**src/rtl/ex_mem_reg.sv**
```systemverilog
// EX/MEM pipeline register for the 5-stage core. It also forwards the MEM-stage
// result, detects load-use hazards, tracks illegal control and counts instructions.
module ex_mem_reg #(
  parameter int DW = 32
) (
  input  logic          clk,
  input  logic          rst,
  input  logic          stall,
  input  logic          flush,
  input  logic          ex_valid,
  input  logic [DW-1:0] ex_alu_result,
  input  logic [DW-1:0] ex_write_data,
  input  logic [4:0]    ex_write_reg,
  input  logic          ex_reg_write,
  input  logic          ex_mem_read,
  input  logic          ex_mem_write,
  input  logic          ex_mem_to_reg,
  input  logic [4:0]    ex_rs,
  input  logic [4:0]    ex_rt,
  output logic          mem_valid,
  output logic          mem_reg_write,
  output logic          mem_mem_read,
  output logic          mem_mem_write,
  output logic          mem_mem_to_reg,
  output logic [DW-1:0] mem_alu_result,
  output logic [DW-1:0] mem_write_data,
  output logic [4:0]    mem_write_reg,
  output logic          fwd_rs_hit,
  output logic          fwd_rt_hit,
  output logic          load_use_hazard,
  output logic          ctrl_err,
  output logic [15:0]   inst_count
);

  typedef struct packed {
    logic          valid;
    logic          reg_write;
    logic          mem_read;
    logic          mem_write;
    logic          mem_to_reg;
    logic [4:0]    write_reg;
    logic [DW-1:0] alu_result;
    logic [DW-1:0] write_data;
  } stage_t;

  stage_t q, d;
  logic   illegal, take;

  // A read+write instruction cannot be performed; it is dropped as a bubble.
  assign illegal = ex_valid & ex_mem_read & ex_mem_write;
  assign take    = ex_valid & ~illegal;

  always_comb begin
    d = '0;
    if (take) begin
      d.valid      = 1'b1;
      // $0 is hard-wired zero, so a write to it is suppressed here, which
      // also keeps every hazard compare below from matching register 0.
      d.reg_write  = ex_reg_write & (ex_write_reg != 5'd0);
      d.mem_read   = ex_mem_read;
      d.mem_write  = ex_mem_write;
      d.mem_to_reg = ex_mem_to_reg;
      d.write_reg  = ex_write_reg;
      d.alu_result = ex_alu_result;
      d.write_data = ex_write_data;
    end
  end

  always_ff @(posedge clk) begin
    if (rst) begin
      q          <= '0;
      ctrl_err   <= 1'b0;
      inst_count <= '0;
    end else if (flush) begin
      q <= '0;
    end else if (!stall) begin
      q <= d;
      if (take)    inst_count <= inst_count + 16'd1;
      if (illegal) ctrl_err   <= 1'b1;
    end
  end

  assign mem_valid      = q.valid;
  assign mem_reg_write  = q.reg_write;
  assign mem_mem_read   = q.mem_read;
  assign mem_mem_write  = q.mem_write;
  assign mem_mem_to_reg = q.mem_to_reg;
  assign mem_write_reg  = q.write_reg;
  assign mem_alu_result = q.alu_result;
  assign mem_write_data = q.write_data;

  // Only ALU results can be forwarded from MEM; load data arrives a stage later.
  assign fwd_rs_hit = q.valid & q.reg_write & ~q.mem_to_reg & (q.write_reg == ex_rs);
  assign fwd_rt_hit = q.valid & q.reg_write & ~q.mem_to_reg & (q.write_reg == ex_rt);
  assign load_use_hazard = q.valid & q.mem_read & q.reg_write &
                           ((q.write_reg == ex_rs) | (q.write_reg == ex_rt));

endmodule

```
**config.mk**
```make
export PLATFORM = sky130hd
export DESIGN_NAME = ex_mem_reg
export DESIGN_NICKNAME = d
export VERILOG_FILES = /design/src/rtl/ex_mem_reg.sv
export SDC_FILE = /design/constraint.sdc
export NUM_CORES = 1
export LEC_CHECK = 0
export ABC_AREA = 1
export CAP_MARGIN = 15
export CORE_UTILIZATION = 43
export DETAILED_ROUTE_END_ITERATION = 10
export MAX_ROUTING_LAYER = met4
export PLACE_DENSITY = 0.9
export SETUP_SLACK_MARGIN = 0.3
export SKIP_CTS_REPAIR_TIMING = 1
export SKIP_LAST_GASP = 1
export SLEW_MARGIN = 15
export SYNTH_ARGS = -nofsm -noshare
export SYNTH_HDL_FRONTEND = slang
export SYNTH_SLANG_ARGS = --single-unit
```
**constraint.sdc**
```tcl
create_clock -name clk -period 3.8 [get_ports clk]
set_input_delay 0.57 -clock clk [delete_from_list [all_inputs] [get_ports clk]]
set_output_delay 0.57 -clock clk [all_outputs]
set_load 0.05 [all_outputs]
```
==> Word level (Yosys, flattened, before mapping) <==
Cells that the tools add are included.
Widths: inputs -> output; s select.
{ "op_classes": {"add_sub_neg": 1, "n_eq_ne": 2, "muxes": 1, "bitwise_logic": 16, "reduce_logical": 4} }
{ "op_table": {"columns": ["op", "n"], "rows": [
  ["$mux 74", 1],
  ["$add 16x1->16 const B", 1],
  ["$and 1x1->1", 11],
  ["$eq 5x5->1", 2],
  ["$reduce_and 3->1", 2],
  ["$reduce_bool 5->1", 1],
  ["$not 1->1", 4],
  ["$reduce_or 2->1", 1],
  ["$or 1x1->1", 1]
]} }
{ "totals": {"register_bits": 91, "elab_cells": 34} }

==> Longest topological paths before layout <==
{ "depth": {"ltp_word": 5, "depth_mapped": 9, "depth_no_buf": 9} }

==> Least setup slack after synthesis <==
No wires, ideal clock.
{ "synth_path": {"path_type": "register to output", "from": "reg q (netlist bit mem_write_reg[0])", "to": "out load_use_hazard", "arrival_time_ns": 1.853, "setup_slack_ns": 1.377, "path_stages_with_launch": 7, "path_buffers": 0, "cell_sequence": "dfxtp_1 > inv_1 > nand2_1 > nand2_1 > nor2_1 > nand3_1 > a21oi_1"} }
{ "synth_via": {"elab_chain_cells": 3, "elab_cells_between_ends": 4, "cone_classes": "2 x eq/ne; 2 x bitwise"} }
{ "synth_rtl": {"columns": ["item", "line_no", "text"], "rows": [
  ["start: declaration", "46", "stage_t q, d;"],
  ["start signal: assignment", "71", "q <= '0;"],
  ["start signal: assignment", "75", "q <= '0;"],
  ["start signal: assignment", "77", "q <= d;"],
  ["$eq 5x5->1", "96", "((q.write_reg == ex_rs) | (q.write_reg == ex_rt));"],
  ["$or 1x1->1 (*)", "96", null],
  ["$and 1x1->1 (*)", "95", "assign load_use_hazard = q.valid & q.mem_read & q.reg_write &"],
  ["end: declaration", "30", "output logic load_use_hazard,"]
]} }
Every way passes the cells marked *; elsewhere a longest branch is shown, timed or not.

==> Worst setup path in the final report <==
{ "layout_path": {"from": "in ex_rt[2]", "to": "out load_use_hazard"} }
{ "layout_via": {"elab_chain_cells": 3} }
{ "layout_rtl": {"columns": ["item", "line_no", "text"], "rows": [
  ["start: declaration", "19", "input logic [4:0] ex_rt,"],
  ["$eq 5x5->1", "96", null],
  ["$or 1x1->1", "96", null],
  ["$and 1x1->1", "95", null]
]} }
No other way between the ends.

==> impl_metrics.yaml <==
synth:
  ys_types: 21
  syn_area_mm2: 0.00360
  synth_commonest_cells: "202 x nand2_1, 91 x dfxtp_1, 85 x a21oi_1"
  ys.flop_type: "dfxtp_1"
  yosysMostFrequentCell: "nand2_1"
  ys_warn_count: 0
  synthArstFlopShare: 0
  ys_top_cells_by_area: "dfxtp_1 51%, nand2_1 21%, a21oi_1 12%, nor2_1 3.8%, inv_1 2.8%"
  ys_ff_latch: 91
  synth_edf_count: 0
  synth_nets: 590
  seq_area_frac_synth: 0.506
  yosysTopAreaCell: "dfxtp_1"
  synth_area_per_cell_um2: 7.19
  synth_cells: 501
  synth_top_area_share: 0.506
routing:
  vias_per_cell: 4.88
  drc_errors: 0
  wl_um: 10000
  vias: 3816
  wl_per_cell_um: 12.8
  postRouteAntennaNets: 0
  first_pass_iters: 4
  drt_iter0_markers: 99
global_route:
  grt_pass1_wl_um: 15700
  grt_max_degree: 77
  grtUsageTotal: 0.233
  grt_most_used_layer: "met2"
  antenna_found_initial: 0
  grt-ovfl-total: 0
  use_met1: 0.263
  grtUsageMet2: 0.412
  grt_pass1_vias: 3495
  grt_use_met3: 0.0447
clocking:
  clkLatencyLatePin_ps: 350
  root_buffer: "clkbuf_8"
  cts_buffers: 9
  clock_sinks: 91
  htree_levels: 3
  cts_buffer_depth: 2
  cts_tree: "done"
  clk_pin_slew_ps: 80
worst_hold_path:
  hp-class: "flop to flop"
power_and_ir_drop:
  power_leakage_nw: 2.03
  p_per_area_mw_per_mm2: 340
  worst_ir_drop_vdd_v: 0.000214
  total_power_w: 0.00193
cells_and_area:
  stdcell_area_mm2: 0.00567
  n_antenna_cell: 0
  post_layout_nonfiller_instances: 782
  syn2layout_area_growth_pct: 57.5
  drive_gt1_frac: 0.0414
  nNetsFinal: 761
floorplanning:
  dieArea_mm2: 0.00874
  initial_utilization: 0.440
  ioPinCount: 182
  num_rows: 33
  dieWidth_um: 93.5
  core_area_mm2: 0.00818
  dieHeight_um: 93.5
setup_path:
  path_delay_family: "buffers and inverters"
  cp.arrival_ps: 2420
  start_kind: "input pin"
  rrSetupSlack_ps: 2350
  crit_chain: "clkdlybuf4s50_1 -> inv_1 -> nand2_1 -> nand2_1 -> nor2_1 -> nand3_1 -> a21oi_1 -> clkdlybuf4s50_1"
  slowest_stage: "clkdlybuf4s50_1"
  cp_max_fo: 2
  path_buf_inv: 3
  required_ps: 3230
  worstSetupEndpointType: "output port"
  path_class: "input pin to output port"
  cp_slowest_stage_delay_ps: 820
timing:
  tns_ps: 0
  fin_crit_ps: 2990
  period_share: 0.787
  skew_ps: 10.2
  rsz0062_at_grt: "false"
  max_slew_margin: 0.352
  setup_viol: 0
  fin_ws_ps: 808
  hold_viol_final: 0
  fmax_ghz: 0.334
  worstMarginPinSlew_ps: 969
  drv_slew: 0
placement:
  pre_cts_ws_ps: 815
  place_congestion: 0.841
  placed_area_mm2: 0.00546
  place_inst: 766
  port_buffers: 181
  hpwl_um: 7290
outcome:
  status: "completed"
run:
  cap_violations: 0
==> per-layer routing <==
layer | vias up | share of wire
li1 | 1923 | -
met1 | 1747 | 0.41
met2 | 134 | 0.51
met3 | 12 | 0.063
met4 | 0 | 0.012
met5 | - | 0
==> cells by family (layout without fill, tap and decap cells) <==
family,after synthesis,after routing,synth area share
and+or+nand+nor,263,263,0.290
AOI/OAI and AO/OA,88,88,0.122
DFF,91,91,0.506
adders and majority gates,1,1,0.00348
buffers and inverters,53,229,0.0657
xor gates and xnor gates,5,5,0.0122
==> area by class of cell <==
type | count | area [um2]
Sequential cell | 91 | 1820
Inverter | 28 | 105
Clock inverter | 6 | 72.6
Fill cell | 657 | 2510
Multi-Input combinational cell | 357 | 1550
Timing Repair Buffer | 185 | 1850
Clock buffer | 10 | 138
Tap cell | 105 | 131
==> cells in the final DEF, fill, tap and decap left out <==
| cell type | Yosys | routed |
|---|---|---|
| nor2_1 | 36 | 35 |
| nor2_4 | 2 | 3 |
| ha_1 | 1 | 1 |
| dfxtp_1 | 91 | 91 |
| nand3_2 | 1 | 1 |
| clkinv_4 | 0 | 2 |
| a21oi_1 | 85 | 85 |
| inv_2 | 1 | 1 |
| inv_1 | 27 | 27 |
| clkbuf_8 | 0 | 10 |
| buf_4 | 7 | 3 |
| buf_2 | 9 | 1 |
| nand4_1 | 4 | 4 |
| xnor2_1 | 2 | 2 |
| nand2_1 | 202 | 201 |
| nand3_1 | 14 | 14 |
| buf_12 | 0 | 1 |
| bufinv_16 | 0 | 1 |
| xor2_1 | 3 | 3 |
| nor2_2 | 1 | 1 |
| o21ai_0 | 3 | 3 |
| nor3_1 | 2 | 2 |
| clkinvlp_4 | 0 | 1 |
| inv_6 | 0 | 2 |
| clkdlybuf4s50_1 | 0 | 180 |
| nand3b_1 | 1 | 1 |
| nand2_2 | 0 | 1 |
==> report_power, final <==
part	internal (W)	switching [W]	total (W)
clock	0.000329	0.000346	0.000675
combinational	0.000130	0.000145	0.000275
sequential	0.000969	0.00000992	0.000979
==> worst register-to-register path, delay by kind of cell, from the launching register on <==
kind | cells | cell delay, ps
simple gates | 7 | 770
flops | 1 | 380
fa+ha+maj | 1 | 190
==> through the flow <==
step / utilization / hold slack (ps)
6_report: 0.693 / 464
5_1_grt: 0.693 / 484
4_1_cts: 0.693 / 466
3_5_place_dp: 0.668 / 452
3_3_place_gp: 0.668 / 442
2_1_floorplan: - / 642
==> final timing paths <==
path,cells after the start,end,start
setup / recovery,8,load_use_hazard,ex_rt[2]
hold / removal,2,mem_alu_result[12],mem_alu_result[12]
setup reg to reg,8,inst_count[12],inst_count[1]
hold reg to reg,2,mem_alu_result[12],mem_alu_result[12]
Power figures use the tool's default switching activity.
